`config.mk`:
```
export PLATFORM = sky130hd
export DESIGN_NAME = vpi_pattern_src_flat
export DESIGN_NICKNAME = d
export VERILOG_FILES = /design/src/rtl/vpi_pattern_src_pkg.sv /design/src/rtl/vpi_pattern_src_if.sv /design/src/rtl/vpi_pattern_src_lfsr.sv /design/src/rtl/vpi_pattern_src.sv /design/src/flat_wrapper.sv
export SDC_FILE = /design/constraint.sdc
export NUM_CORES = 1
export LEC_CHECK = 0
export BUFFER_PORTS_ARGS = -buffer_cell sky130_fd_sc_hd__buf_2
export CAP_MARGIN = 20
export CORE_MARGIN = 4
export CORE_UTILIZATION = 48
export CTS_CLUSTER_DIAMETER = 40
export DETAILED_ROUTE_END_ITERATION = 8
export PLACE_DENSITY = 0.76
export RECOVER_POWER = 100
export SETUP_SLACK_MARGIN = 0.1
export SLEW_MARGIN = 15
export SYNTH_ARGS = -nofsm -noshare
export SYNTH_HDL_FRONTEND = slang
export SYNTH_SLANG_ARGS = --single-unit
```
`constraint.sdc`:
```
create_clock -name clk -period 2.03 [get_ports clk]
set_input_delay 0.406 -clock clk [delete_from_list [all_inputs] [get_ports clk]]
set_output_delay 0.406 -clock clk [all_outputs]
set_load 0.01 [all_outputs]
```
`src/rtl/vpi_pattern_src_pkg.sv`:
```
// Shared types and helpers for the VPI pattern source: FSM states, LFSR
// polynomial and word-count arithmetic.
package vpi_pattern_pkg;

   typedef enum logic [2:0] {
      IDLE,
      LOAD,
      PRESENT,
      WAIT_LO,
      DONE
   } state_t;

   localparam logic [31:0] LFSR_MASK  = 32'hA300_0000;
   localparam int          MAX_LENGTH = 128;

   function automatic int nwords(input int len);
      return (len + 31) / 32;
   endfunction

   // Galois right-shift step: shift out bit 0 and fold it back through the mask.
   function automatic logic [31:0] lfsr_step(input logic [31:0] l);
      return l[0] ? ((l >> 1) ^ LFSR_MASK) : (l >> 1);
   endfunction

endpackage

```
`src/rtl/vpi_pattern_src_if.sv`:
```
// Handshake bundle between the pattern source and the VPI-side reader.
// The source drives sig/rfr/valid/seq/done; the reader drives en/ack/err_inject.
interface vpi_pattern_src_if #(
   parameter int LENGTH = 32
) ();

   logic              en;
   logic              ack;
   logic              err_inject;
   logic [LENGTH-1:0] sig;
   logic [LENGTH-1:0] rfr;
   logic              valid;
   logic [31:0]       seq;
   logic              done;

   modport master (
      input  en, ack, err_inject,
      output sig, rfr, valid, seq, done
   );

   modport slave (
      output en, ack, err_inject,
      input  sig, rfr, valid, seq, done
   );

endinterface

```
`src/rtl/vpi_pattern_src_lfsr.sv`:
```
// 32-bit Galois LFSR; `word` is the value the register takes on its next step.
// A zero seed would lock the register, so it is replaced by 1.
module vpi_lfsr32
   import vpi_pattern_pkg::*;
#(
   parameter logic [31:0] SEED = 32'h1
) (
   input  logic        clk,
   input  logic        rst,
   input  logic        step,
   output logic [31:0] word
);

   localparam logic [31:0] SEED_EFF = (SEED == 32'h0) ? 32'h1 : SEED;

   logic [31:0] state;

   assign word = lfsr_step(state);

   always_ff @(posedge clk) begin
      if (rst) begin
         state <= SEED_EFF;
      end else if (step) begin
         state <= word;
      end
   end

endmodule

```
`src/rtl/vpi_pattern_src.sv`:
```
// Pattern source: assembles LENGTH-bit pseudo-random values from LFSR words and
// publishes them under a four-phase valid/ack handshake until COUNT are read.
module vpi_pattern_src
   import vpi_pattern_pkg::*;
#(
   parameter int          LENGTH = 32,
   parameter logic [31:0] SEED   = 32'h1,
   parameter int          COUNT  = 16
) (
   input logic               clk,
   input logic               rst,
   vpi_pattern_src_if.master bus
);

   localparam int NW = nwords(LENGTH);
   localparam int BW = NW * 32;

   state_t            state;
   logic [1:0]        wcnt;
   logic              inj;
   logic [BW-1:0]     bld;
   logic [BW-1:0]     bld_nxt;
   logic [31:0]       word;
   logic              step;
   logic              last;
   logic              flip;
   logic [LENGTH-1:0] sig_new;

   vpi_lfsr32 #(
      .SEED(SEED)
   ) u_lfsr (
      .clk (clk),
      .rst (rst),
      .step(step),
      .word(word)
   );

   assign step = (state == LOAD);
   assign last = (wcnt == 2'(NW - 1));
   // An injection request arriving on the final LOAD cycle still hits this value.
   assign flip = inj | bus.err_inject;

   always_comb begin
      bld_nxt = bld;
      for (int k = 0; k < NW; k++) begin
         if (wcnt == 2'(k)) begin
            bld_nxt[k*32 +: 32] = word;
         end
      end
   end

   assign sig_new = bld_nxt[LENGTH-1:0];

   always_ff @(posedge clk) begin
      if (rst) begin
         state     <= IDLE;
         wcnt      <= 2'd0;
         inj       <= 1'b0;
         bus.sig   <= '0;
         bus.rfr   <= '0;
         bus.valid <= 1'b0;
         bus.seq   <= 32'd0;
         bus.done  <= 1'b0;
      end else begin
         if (bus.err_inject) begin
            inj <= 1'b1;
         end
         case (state)
            IDLE: begin
               if (bus.en) begin
                  wcnt  <= 2'd0;
                  state <= LOAD;
               end
            end
            LOAD: begin
               bld <= bld_nxt;
               if (last) begin
                  bus.sig   <= sig_new;
                  bus.rfr   <= sig_new ^ LENGTH'(flip);
                  inj       <= 1'b0;
                  bus.valid <= 1'b1;
                  state     <= PRESENT;
               end else begin
                  wcnt <= wcnt + 2'd1;
               end
            end
            PRESENT: begin
               if (bus.ack) begin
                  bus.valid <= 1'b0;
                  bus.seq   <= bus.seq + 32'd1;
                  state     <= WAIT_LO;
               end
            end
            WAIT_LO: begin
               if (!bus.ack) begin
                  if (bus.seq == 32'(COUNT)) begin
                     bus.done <= 1'b1;
                     state    <= DONE;
                  end else if (bus.en) begin
                     wcnt  <= 2'd0;
                     state <= LOAD;
                  end else begin
                     state <= IDLE;
                  end
               end
            end
            DONE: begin
               bus.done <= 1'b1;
            end
            default: state <= IDLE;
         endcase
      end
   end

endmodule

```
`src/flat_wrapper.sv`:
```
// flat-port wrapper written by rule: the top's interface ports become plain ports
module vpi_pattern_src_flat import vpi_pattern_pkg::*;
#(
   parameter int          LENGTH = 32,
   parameter logic [31:0] SEED   = 32'h1,
   parameter int          COUNT  = 16
)
  (clk, rst, bus_en, bus_ack, bus_err_inject, bus_sig, bus_rfr, bus_valid, bus_seq, bus_done);
  vpi_pattern_src_if #(.LENGTH(LENGTH)) bus_i ();
  input logic clk;
  input logic rst;
  input wire logic [$bits(bus_i.en)-1:0] bus_en;
  input wire logic [$bits(bus_i.ack)-1:0] bus_ack;
  input wire logic [$bits(bus_i.err_inject)-1:0] bus_err_inject;
  output wire logic [$bits(bus_i.sig)-1:0] bus_sig;
  output wire logic [$bits(bus_i.rfr)-1:0] bus_rfr;
  output wire logic [$bits(bus_i.valid)-1:0] bus_valid;
  output wire logic [$bits(bus_i.seq)-1:0] bus_seq;
  output wire logic [$bits(bus_i.done)-1:0] bus_done;
  assign bus_i.en = bus_en;
  assign bus_i.ack = bus_ack;
  assign bus_i.err_inject = bus_err_inject;
  assign bus_sig = bus_i.sig;
  assign bus_rfr = bus_i.rfr;
  assign bus_valid = bus_i.valid;
  assign bus_seq = bus_i.seq;
  assign bus_done = bus_i.done;
  vpi_pattern_src #(.LENGTH(LENGTH), .SEED(SEED), .COUNT(COUNT)) u_core (.clk(clk), .rst(rst), .bus(bus_i));
endmodule
```
# Word-level counts from Yosys, hierarchy flattened
# Cells that the tools add are included.
word_totals:
  regBits: 168
  word_cells: 64
op_classes:
  n_bitwise: 5
  mux: 23
  n_eq_ne: 12
  addsub: 2
  reduce_logical: 12
ops:
  columns: ["cell", "n"]
  rows:
  - ["two-way mux 32 bit", 2]
  - ["adder 32 x 1 -> 32 bit, second input constant", 1]
  - ["== test 32 x 5 -> 1 bit, second input constant", 1]
  - ["bitwise XOR 32 x 1 -> 32 bit", 1]
  - ["two-way mux 3 bit", 5]
  - ["one-hot mux 3 bit (5 select lines)", 1]
  - ["inequality test 2 bit, second input constant", 6]
  - ["two-way mux 1 bit", 8]
  - ["two-way mux 2 bit", 4]
  - ["== test 3 x 2 -> 1 bit, second input constant", 2]
  - ["one-hot mux 2 bit (3 select lines)", 1]
  - ["AND reduction 2 bit", 3]
  - ["AND reduction 3 bit", 2]
  - ["AND reduction 5 bit", 1]
  - ["NOT 3 -> 4 bit", 1]
  - ["one-hot mux 1 bit (2 select lines)", 2]
  - ["AND reduction 4 bit", 1]
  - ["nonzero test 2 bit", 2]
  - ["== test 3 x 1 -> 1 bit, second input constant", 1]
  - ["== test 3 bit, second input constant", 1]
  - ["logical NOT 3 bit", 1]
  - ["nonzero test 3 bit", 1]
  - ["adder 2 x 1 -> 2 bit, second input constant", 1]
  - ["logical NOT 2 bit", 1]
  - ["3 further kinds", 4]

# Longest topological paths before layout
logic_depth:
  word_depth: 4
  depth_mapped: 8
  depth_no_buf: 6

# Hierarchy
# Synthesis repeated with hierarchy kept, for this count alone.
unflattened:
  cells_unflattened: 595
  area_unflattened_um2: 5464.0
modules_own_cells:
  columns: ["module", "seq_area_each_um2", "cells_each", "instances", "area_each_um2"]
  rows:
  - ["vpi_pattern_src", 1911.8, 457, 1, 4065.1]
  - ["vpi_lfsr32", 640.6, 138, 1, 1398.8]

# Worst setup path after synthesis
# No wires, ideal clock.
synth_path:
  path_type: "flip-flop to flip-flop"
  start: "register u_core.bus.seq[8]"
  end: "register u_core.bus.seq[31]"
  setup_ns: 0.123
  arrival_ns: 1.920
  path_buffers: 2
  synth_period_minus_slack_ns: 2.043
  path_stages_with_launch: 7
  slack_ns: -0.013
  t_required_ns: 1.907
  path_cell_list: "dfxtp_1 nand4_2 or4_1 buf_2 buf_6 nor4b_1 mux2_1"
synth_via:
  elab_chain_cells: 1
synth_rtl:
  columns: ["item", "line_no", "rtl"]
  rows:
  - ["start: declaration", "vpi_pattern_src_if.sv:18", "output sig, rfr, valid, seq, done"]
  - ["start signal: assignment", "vpi_pattern_src.sv:90", "bus.seq <= bus.seq + 32'd1;"]
  - ["adder 32 x 1 -> 32 bit", "vpi_pattern_src.sv:90", null]
# Every way passes these cells.
# A chain may end at the register's enable or synchronous reset.

# Final worst setup path
layout_path:
  start: "register u_core.bus.seq[12]"
  end: "register u_core.bus.seq[26]"
# Same word-level chain as after synthesis.

==> flow_metrics.tcl <==
set metrics [dict create \
    crit_path_end_kind "flip-flop" \
    ys_ff_latch 106 \
    cts_max_level 3 \
    cts_tree "yes" \
    cts_buffers 9 \
    grt_max_degree 40 \
    grt_first_pass_wirelength_um 17800 \
    finalSetupViolations 0 \
    synth_top_flop_cell "dfxtp_1" \
    crit_arrival_ns 2.24 \
    r2r-end "u_core.bus.seq[26]" \
    dp_cells 757 \
    dieArea_mm2 0.0113 \
    setup_tns_ns 0 \
    status "completed" \
    num_vias 4204 \
    ys_seq_area_share_pct 46.1 \
    post_drt_wl_per_cell_um 14.1 \
    wirelength_um 11000 \
    clk_pin_slew_ns 0.12 \
    drtIter0Drc 232 \
    post-place-ws_ns -0.0159 \
    cts_root_buffer "clkbuf_8" \
    critical_path_buf_inv_count 1 \
    cp_slowest_cell "or4_4" \
    syn_avg_cell_area_um2 8.12 \
    portBuffers 102 \
    clock_skew_ns 0.0200 \
    worst-setup-path-type "reg2reg" \
    setup_slack_ns 0.0290 \
    grt_use_total_pct 19.1 \
    dp_hpwl_um 7350 \
    synth_top_area_share_pct 45.5 \
    p_int_mw 2.75 \
    worstSetupStartpoint "u_core.bus.seq[12]" \
    grt_pass1_vias 3774 \
    die_w_um 106 \
    hold_path_depth 3 \
    syn_area_mm2 0.00462 \
    ys_warn_count 0 \
    hold_path_end "u_core.inj" \
    p_total_mw 3.89 \
    drc 0 \
    cts.path.max_buffers 2 \
    power.leakage_nw 1.76 \
    power.density_mw_per_mm2 723 \
    max_stage_delay_ns 0.60 \
    ys_top_cells_by_count "nand2_1, dfxtp_1, a21oi_1, clkbuf_1, buf_4" \
    cts_sinks 106 \
    cp_data_required_time_ns 2.27 \
    peakVddDrop_mv 0.446 \
    syn-num-nets 577 \
    fin_crit_sh_pct 98.6 \
    clk_latency_ns 0.38 \
    post-synth-top-count-cell "nand2_1" \
    power_frac_comb_pct 11.0 \
    p_sw_share_pct 29.3 \
    die_y_um 106 \
    yosysUniqueCellTypes 47 \
    synth_edf_count 1 \
    crit_path_cell_trace "nand4_1, or4_4, buf_4, o31ai_1, a21oi_1" \
    ios 103 \
    seq_power_share_pct 55.8 \
    pwr-share-clk_pct 33.2 \
    r2r-start "u_core.bus.seq[12]" \
    critPathTopFamily "simple AND/OR/NAND/NOR gates" \
    timing.final.crit_period_ns 2.00 \
    rsz0062_at_grt "true" \
    async_flop_share_pct 0 \
    tightest_slew_ns 0.454 \
    core_area_mm2 0.00933 \
    num_rows 35 \
    hp-class "in2reg" \
    hp-start "bus_err_inject" \
    fin_nets 654 \
    start_util_pct 49.6 \
    antenna_left 0 \
    yosysTopAreaCell "dfxtp_1" \
    gp_congestion 0.899 \
    slew_violations 0 \
    drive_above_1_share_pct 14.3 \
    whs_ns 0.344 \
    cts.hold.buffers_added 0 \
    p_sw_mw 1.14 \
    drtPass1Iterations 4 \
    start_kind "flip-flop" \
    antenna_found_initial 0 \
    max_freq_ghz 0.500 \
    hold_viol 0 \
    maxSlewHeadroom_pct 69.8 \
    synth_cells 569 \
    synth_area_leaders "dfxtp_1, nand2_1, a21oi_1" \
    worstPathMaxFanout 9 \
    synthToLayoutAreaGrowth_pct 16.5 \
    r2r_cells 5 \
    grt_overflow 0 \
    drv_cap 0 \
    r2r_setup_slack_ns 0.03 \
    finalNonFillerCells 781 \
    vias_per_cell 5.38 \
]
==> cells by family after synthesis <==
kind of cell	Yosys count	share of synthesized area [%]
simple gates	241	25.2
buf+inv	82	9.56
mux	2	0.487
compound gates	122	15.3
fa+ha+maj	3	0.812
flops	106	46.1
xor+xnor	13	2.46
==> worst register-to-register path, cell delays in order, from the launching register on <==
cell and delay, ns:
dfxtp_1 0.52, nand4_1 0.13, or4_4 0.60, buf_4 0.17, o31ai_1 0.30, a21oi_1 0.13
==> how the worst max path moves through the flow <==
stage                               to  slack [ns]  cells past startpoint
floorplan           u_core.bus.seq[26]        0.11                      5
global placement    u_core.bus.seq[28]        0.05                      5
detailed placement  u_core.bus.seq[26]       -0.02                      5
CTS                 u_core.bus.seq[26]        0.10                      4
global route        u_core.bus.seq[26]       -0.02                      4
finish              u_core.bus.seq[26]        0.03                      5
==> sequential cells by signal, indices dropped and copies added (netlist names) <==
name                 count
u_core.u_lfsr.state     32
u_core.inj               1
u_core.bld               1
u_core.bus.rfr          31
u_core.bus.seq          32
u_core.bus.valid         1
u_core.bus.done          1
u_core.state             3
u_core.wcnt              2
u_core.bus.sig           2
==> through the flow <==
| step | util [%] | area, um^2 |
|---|---|---|
| finish | 57.7 | 5390 |
| global route | 57.7 | 5380 |
| CTS | 57.7 | 5380 |
| detailed placement | 55.4 | 5160 |
| global placement | 55.4 | 5160 |
| floorplan | - | 4640 |
==> final cells by class <==
class / instances / area [um^2]
Fill cell: 896 / 3940
Tap cell: 129 / 161
Antenna cell: 1 / 2.50
Multi-Input combinational cell: 381 / 2130
Clock buffer: 9 / 124
Timing Repair Buffer: 135 / 689
Sequential cell: 106 / 2150
Inverter: 13 / 50.0
Clock inverter: 7 / 78.8
==> layer usage <==
metal	wire, um	global-route usage (%)	vias to the layer above
li1	-	-	2107
met3	614	4.25	21
met1	4970	25.0	1950
met4	187	6.20	0
met2	5240	31.1	126
met5	0	0	-
==> timing repair <==
action,in CTS,in global routing
gates resized for setup,4,28
endpoints found under the setup margin,12,21
pin swaps,0,3
setup buffers,0,7
==> cells in the final DEF (no fill, tap or decap), types with 3 or more instances in the layout <==
cell type  synthesis  routed
a211oi_1           8       8
a21oi_1           84      81
a21oi_2            0       3
a311oi_1           3       3
and4_1             3       3
buf_12             0       3
buf_2              1      20
buf_4             31      26
clkbuf_1          33      84
clkbuf_8           0       9
dfxtp_1          105     100
dfxtp_4            0       4
inv_1             12      12
inv_6              0       3
nand2_1          138     138
nand3_1            8       8
nand3b_1           3       3
nand4_1            7       7
nor2_1            24      23
nor3_1             7       7
nor4_1            10       9
nor4b_2            0       3
o21ai_0            3       3
o31ai_1           13      12
o41ai_1            4       4
or3_1              7       4
or3_4              0       3
or4_1             14      11
or4_4              0       3
or4b_1             4       4
xnor2_1           11      11
==> power groups by stage <==
stage                     sequential (mW)  combinational (mW)  clock (mW)
after floorplan                      2.22               0.308           0
after global placement               2.22               0.433           0
after detailed placement             2.22               0.443           0
after CTS                            2.17               0.447        1.32
after global routing                 2.18               0.480        1.41
final                                2.17               0.428        1.29
(Power assumes the default switching activity.)
